## src/rtl/iq_byte_packer.sv

```systemverilog
// iq_byte_packer: pops one quantized I/Q pair, dequantizes each sample to signed
// CHAR_SIZE bits with saturation, and writes the pair out as four little-endian
// bytes in the order I[7:0], I[15:8], Q[7:0], Q[15:8].
// Ports:
//   clock, reset          clock; asynchronous active-high reset
//   i_in, i_empty, i_rd_en  first-word-fall-through I FIFO head, empty flag, pop
//   q_in, q_empty, q_rd_en  first-word-fall-through Q FIFO head, empty flag, pop
//   out_full, out_wr_en     byte FIFO full flag and push strobe
//   data_out                byte pushed when out_wr_en=1, otherwise 0
//   sat_count               samples clipped since reset, wraps at 2^16
module iq_byte_packer #(
    parameter int DATA_SIZE = 32,
    parameter int BYTE_SIZE = 8,
    parameter int CHAR_SIZE = 16,
    parameter int BITS      = 10
) (
    input  logic                 clock,
    input  logic                 reset,
    input  logic [DATA_SIZE-1:0] i_in,
    input  logic                 i_empty,
    output logic                 i_rd_en,
    input  logic [DATA_SIZE-1:0] q_in,
    input  logic                 q_empty,
    output logic                 q_rd_en,
    input  logic                 out_full,
    output logic                 out_wr_en,
    output logic [BYTE_SIZE-1:0] data_out,
    output logic [15:0]          sat_count
);
    typedef enum logic [2:0] {IDLE, WR_I_LO, WR_I_HI, WR_Q_LO, WR_Q_HI} state_t;

    localparam logic [CHAR_SIZE-1:0] POS_MAX = {1'b0, {(CHAR_SIZE-1){1'b1}}};
    localparam logic [CHAR_SIZE-1:0] NEG_MIN = {1'b1, {(CHAR_SIZE-1){1'b0}}};

    state_t                      state;
    logic [CHAR_SIZE-1:0]        i_hold, q_hold, i_deq, q_deq;
    logic signed [DATA_SIZE-1:0] i_s, q_s;
    logic                        i_clip, q_clip, both, pop, writing;

    assign i_s = $signed(i_in) >>> BITS;
    assign q_s = $signed(q_in) >>> BITS;

    // A shifted sample fits in CHAR_SIZE bits only when every bit from the
    // CHAR_SIZE-1 position upward is a copy of the sign bit.
    assign i_clip = i_s[DATA_SIZE-1:CHAR_SIZE-1] != {(DATA_SIZE-CHAR_SIZE+1){i_s[DATA_SIZE-1]}};
    assign q_clip = q_s[DATA_SIZE-1:CHAR_SIZE-1] != {(DATA_SIZE-CHAR_SIZE+1){q_s[DATA_SIZE-1]}};
    assign i_deq  = !i_clip ? i_s[CHAR_SIZE-1:0] : i_s[DATA_SIZE-1] ? NEG_MIN : POS_MAX;
    assign q_deq  = !q_clip ? q_s[CHAR_SIZE-1:0] : q_s[DATA_SIZE-1] ? NEG_MIN : POS_MAX;

    assign both    = !i_empty && !q_empty;
    // Enables are gated by reset so nothing is popped or pushed while held in reset.
    assign writing = !reset && !out_full &&
                     (state == WR_I_LO || state == WR_I_HI || state == WR_Q_LO || state == WR_Q_HI);
    // WR_Q_HI pops the next pair in the same cycle as its last byte to keep 4 cycles per pair.
    assign pop     = !reset && both && (state == IDLE || (state == WR_Q_HI && !out_full));

    assign i_rd_en   = pop;
    assign q_rd_en   = pop;
    assign out_wr_en = writing;
    assign data_out  = !writing          ? '0 :
                       state == WR_I_LO ? i_hold[BYTE_SIZE-1:0] :
                       state == WR_I_HI ? i_hold[2*BYTE_SIZE-1:BYTE_SIZE] :
                       state == WR_Q_LO ? q_hold[BYTE_SIZE-1:0] :
                                          q_hold[2*BYTE_SIZE-1:BYTE_SIZE];

    always_ff @(posedge clock or posedge reset) begin
        if (reset) begin
            state     <= IDLE;
            i_hold    <= '0;
            q_hold    <= '0;
            sat_count <= '0;
        end else begin
            if (pop) begin
                i_hold    <= i_deq;
                q_hold    <= q_deq;
                sat_count <= sat_count + {15'd0, i_clip} + {15'd0, q_clip};
            end
            case (state)
                IDLE:    state <= both ? WR_I_LO : IDLE;
                WR_I_LO: state <= out_full ? WR_I_LO : WR_I_HI;
                WR_I_HI: state <= out_full ? WR_I_HI : WR_Q_LO;
                WR_Q_LO: state <= out_full ? WR_Q_LO : WR_Q_HI;
                WR_Q_HI: state <= out_full ? WR_Q_HI : both ? WR_I_LO : IDLE;
                default: state <= IDLE;
            endcase
        end
    end
endmodule
```

## config.mk

```make
export PLATFORM = sky130hd
export DESIGN_NAME = iq_byte_packer
export DESIGN_NICKNAME = d
export VERILOG_FILES = /design/src/rtl/iq_byte_packer.sv
export SDC_FILE = /design/constraint.sdc
export NUM_CORES = 1
export LEC_CHECK = 0
export ABC_AREA = 1
export CAP_MARGIN = 20
export CORE_MARGIN = 2
export CORE_UTILIZATION = 45
export DETAILED_ROUTE_END_ITERATION = 7
export GPL_ROUTABILITY_DRIVEN = 0
export PLACE_DENSITY = 0.81
export RECOVER_POWER = 100
export SLEW_MARGIN = 20
export SYNTH_ARGS = -nofsm -noshare
export SYNTH_HDL_FRONTEND = slang
export SYNTH_SLANG_ARGS = --single-unit
```

## constraint.sdc

```tcl
create_clock -name clock -period 3.9 [get_ports clock]
set_input_delay 0.78 -clock clock [delete_from_list [all_inputs] [get_ports clock]]
set_output_delay 0.78 -clock clock [all_outputs]
set_load 0.01 [all_outputs]
```

==> flow_summary.ini <==
[timing]
timing.clock.skew_ns = 0.00861
period_needed_ns = 3.59
finalCritPeriodShare = 0.919
slew_violations = 0
finalHoldViolations = 0
tightestPinTransition_ns = 1.14
timing.max_slew.rel_slack = 0.232
setup-violations-final = 0
fin_setup_tns_ns = 0
grt_setup_unrepaired = no
max_freq_mhz = 279

[pwr]
proportion_of_power_drawn_by_flip_flops_and_latches = 0.458
p_int_mw = 1.17
switching_share = 0.391
vdd_ir_drop_max_uv = 306
cellLeakagePower_nw = 1.96
p_per_area_mw_per_mm2 = 494
clkPwrFrac = 0.167
switchingPower_mw = 0.747
p_comb_frac = 0.375

[synthesis]
yosysWarningCount = 0
synth-seq-cells = 51
asyncSetResetFlopFracSynth = 1.00
synth_enable_flop_cells = 0
postSynthNetCount = 516
netlist_instances = 445
syn-mean-instance-area_um2 = 6.76
synth_ff_type = dfrtp_1
netlist-cell-type-count = 26
fraction_of_the_yosys_area_taken_by_sequential_cells = 0.424
syn_area_mm2 = 0.00301

[die]
std_cell_rows = 29
initial_cell_density_of_the_core = 0.468
fp.dieArea_mm2 = 0.00735
die_width_um = 85.8
io_pins = 96
core_area_mm2 = 0.00642
fp.dieH_um = 85.8

[cts]
cts.repair_timing.setup_buffer_count = 0
clk-insertion-delay-late_ns = 0.31
ctsHtreeMaxLevel = 2
cts_resized = 0
cts-root-buf = clkbuf_8
cts.sink_count = 51
clkTransAtPathRegs_ns = 0.10
tritoncts = built
cts-hold-fix-buffers = 0
cts.path.max_buffers = 2
numCtsBuffers = 5

[route]
via_total_after_detailed_routing = 2974
totalWireLength_um = 7520
drt_first_iter_violations = 151
firstDrtPassIters = 6
drt-vias-per-instance = 4.99
routedWlPerCell_um = 12.6
drtAntennaViolNets = 0
detail_route.drc_violations = 5

[cells_and_area]
antenna-diode-count = 0
final_core_utilization = 0.603
nets = 589
synthToLayoutAreaGrowth_pct = 28.8
layout_cell_share_with_drive_strength_beyond_1 = 0.0385

[global_routing]
gr-usage-all-layers = 0.221
grt_first_pass_wirelength_um = 13100
antenna_violations_before_repair = 0
grt_pass1_vias = 3082
largest_net_degree_at_the_start_of_global_routing = 37
grt_overflow_total = 0

[worst_setup_path]
path_class = primary input to output pin
crit_arrival_ns = 2.81
cp_max_fo = 9
crit_path_end_kind = output pin
cp.required_ns = 3.12
critical_path.startpoint_type = primary input

[run_status]
outcome = finished, violations left
failed_checks = DRC

[place]
dp_hpwl_um = 5600
placement.io_buffers = 75

[job]
max_cap_violations = 0

[hold_path]
worstHoldPathType = flip-flop to flip-flop
==> cells in the mapped netlist, types with 3 or more instances <==
cell,number,share of area
o211ai_1,8,0.020
nor2_2,6,0.012
buf_4,4,0.010
xor2_1,4,0.012
inv_1,40,0.050
dfrtp_1,51,0.42
o21ai_0,15,0.025
a21oi_1,8,0.013
nand3_1,10,0.017
buf_2,7,0.012
nand2_1,243,0.30
xnor2_1,3,0.0087
nor2_1,24,0.030
nand4_1,5,0.010
o21ai_2,3,0.0087
==> layer usage <==
| layer | up-vias | routed length [µm] | global-route usage |
|---|---|---|---|
| li1 | 1510 | - | - |
| met1 | 1371 | 3270 | 0.256 |
| met2 | 80 | 3710 | 0.402 |
| met3 | 13 | 410 | 0.0404 |
| met4 | 0 | 129 | 0.0866 |
| met5 | - | 0 | 0 |
==> placed cells by master, fill, tap and decap left out <==
master	count
clkbuf_1	1
clkbuf_8	5
inv_6	2
a21oi_1	8
o21ai_0	15
clkinv_1	1
nor2_1	27
nand4_1	6
clkinv_2	1
inv_1	40
dfrtp_1	51
nand3_1	10
o211ai_1	8
nor2_4	2
clkdlybuf4s50_1	47
xor2_1	4
dlygate4sd3_1	28
clkbuf_2	1
buf_4	3
fa_1	1
nor3_1	1
o21ai_2	2
o21ai_1	2
a21oi_4	1
xnor2_1	3
nand3b_1	2
ha_1	1
nor2_2	3
nand2_1	243
==> critical path: stages <==
cell           delay (ns)
dlygate4sd3_1        0.60
inv_1                0.16
nand2_1              0.11
a21oi_4              0.23
o21ai_1              0.13
a21oi_1              0.16
dlygate4sd3_1        0.63
==> power groups by stage <==
stage	sequential (mW)	combinational [mW]	clock, mW
2_1_floorplan	0.853	0.481	0
3_3_place_gp	0.871	0.725	0
3_5_place_dp	0.883	0.745	0
4_1_cts	0.877	0.750	0.327
5_1_grt	0.900	0.812	0.349
6_report	0.876	0.718	0.319
==> metrics by stage <==
stage | hold slack [ns] | power (mW) | instances | worst slack [ns] | instance area, µm²
floorplan | 0.444 | 1.33 | 445 | 0.355 | 3010
global placement | 0.460 | 1.60 | 588 | 0.513 | 3820
detailed placement | 0.460 | 1.63 | 588 | 0.508 | 3820
CTS | 0.487 | 1.95 | 596 | 0.502 | 3910
global route | 0.509 | 2.06 | 596 | 0.138 | 3870
finish | 0.481 | 1.91 | 596 | 0.314 | 3870
==> state kept, by name (all words and copies together) (netlist names) <==
name       count
state          3
sat_count     16
q_hold        16
i_hold        16
==> path summary, 6_finish.rpt <==
| path | startpoint | endpoint | slack [ns] | depth (start not counted) |
|---|---|---|---|---|
| worst min register to register | i_hold[0]$_DFFE_PP0P_ | i_hold[0]$_DFFE_PP0P_ | 0.48 | 2 |
| worst max-delay path | out_full | data_out[6] | 0.31 | 7 |
| max in group asynchronous | reset | sat_count[9]$_DFFE_PP0P_ | 1.95 | 3 |
| worst min-delay path | i_hold[0]$_DFFE_PP0P_ | i_hold[0]$_DFFE_PP0P_ | 0.48 | 2 |
| worst max register to register | sat_count[0]$_DFFE_PP0P_ | sat_count[10]$_DFFE_PP0P_ | 1.73 | 11 |
| min in group asynchronous | reset | i_hold[5]$_DFFE_PP0P_ | 1.10 | 3 |
==> kinds of logic (layout without fill, tap and decap cells) <==
family | Yosys count | in the layout | synth area share
AND/OR/NAND/NOR | 294 | 294 | 0.394
buffers and inverters | 55 | 129 | 0.0765
flip-flops | 51 | 51 | 0.424
AO/OA/AOI/OAI | 36 | 36 | 0.0740
XOR/XNOR | 7 | 7 | 0.0204
adder cells (fa/ha/maj) | 2 | 2 | 0.0108
==> final cells by class <==
| cell class | count | area [µm²] |
|---|---|---|
| sequential | 51 | 1280 |
| tap | 77 | 96.3 |
| timing repair buffer | 80 | 782 |
| multi-input combinational | 339 | 1480 |
| fill | 609 | 2550 |
| clock buffer | 5 | 68.8 |
| clock inverter | 3 | 22.5 |
| inverter | 41 | 154 |
No activity file was read; power rests on OpenSTA's default activity.
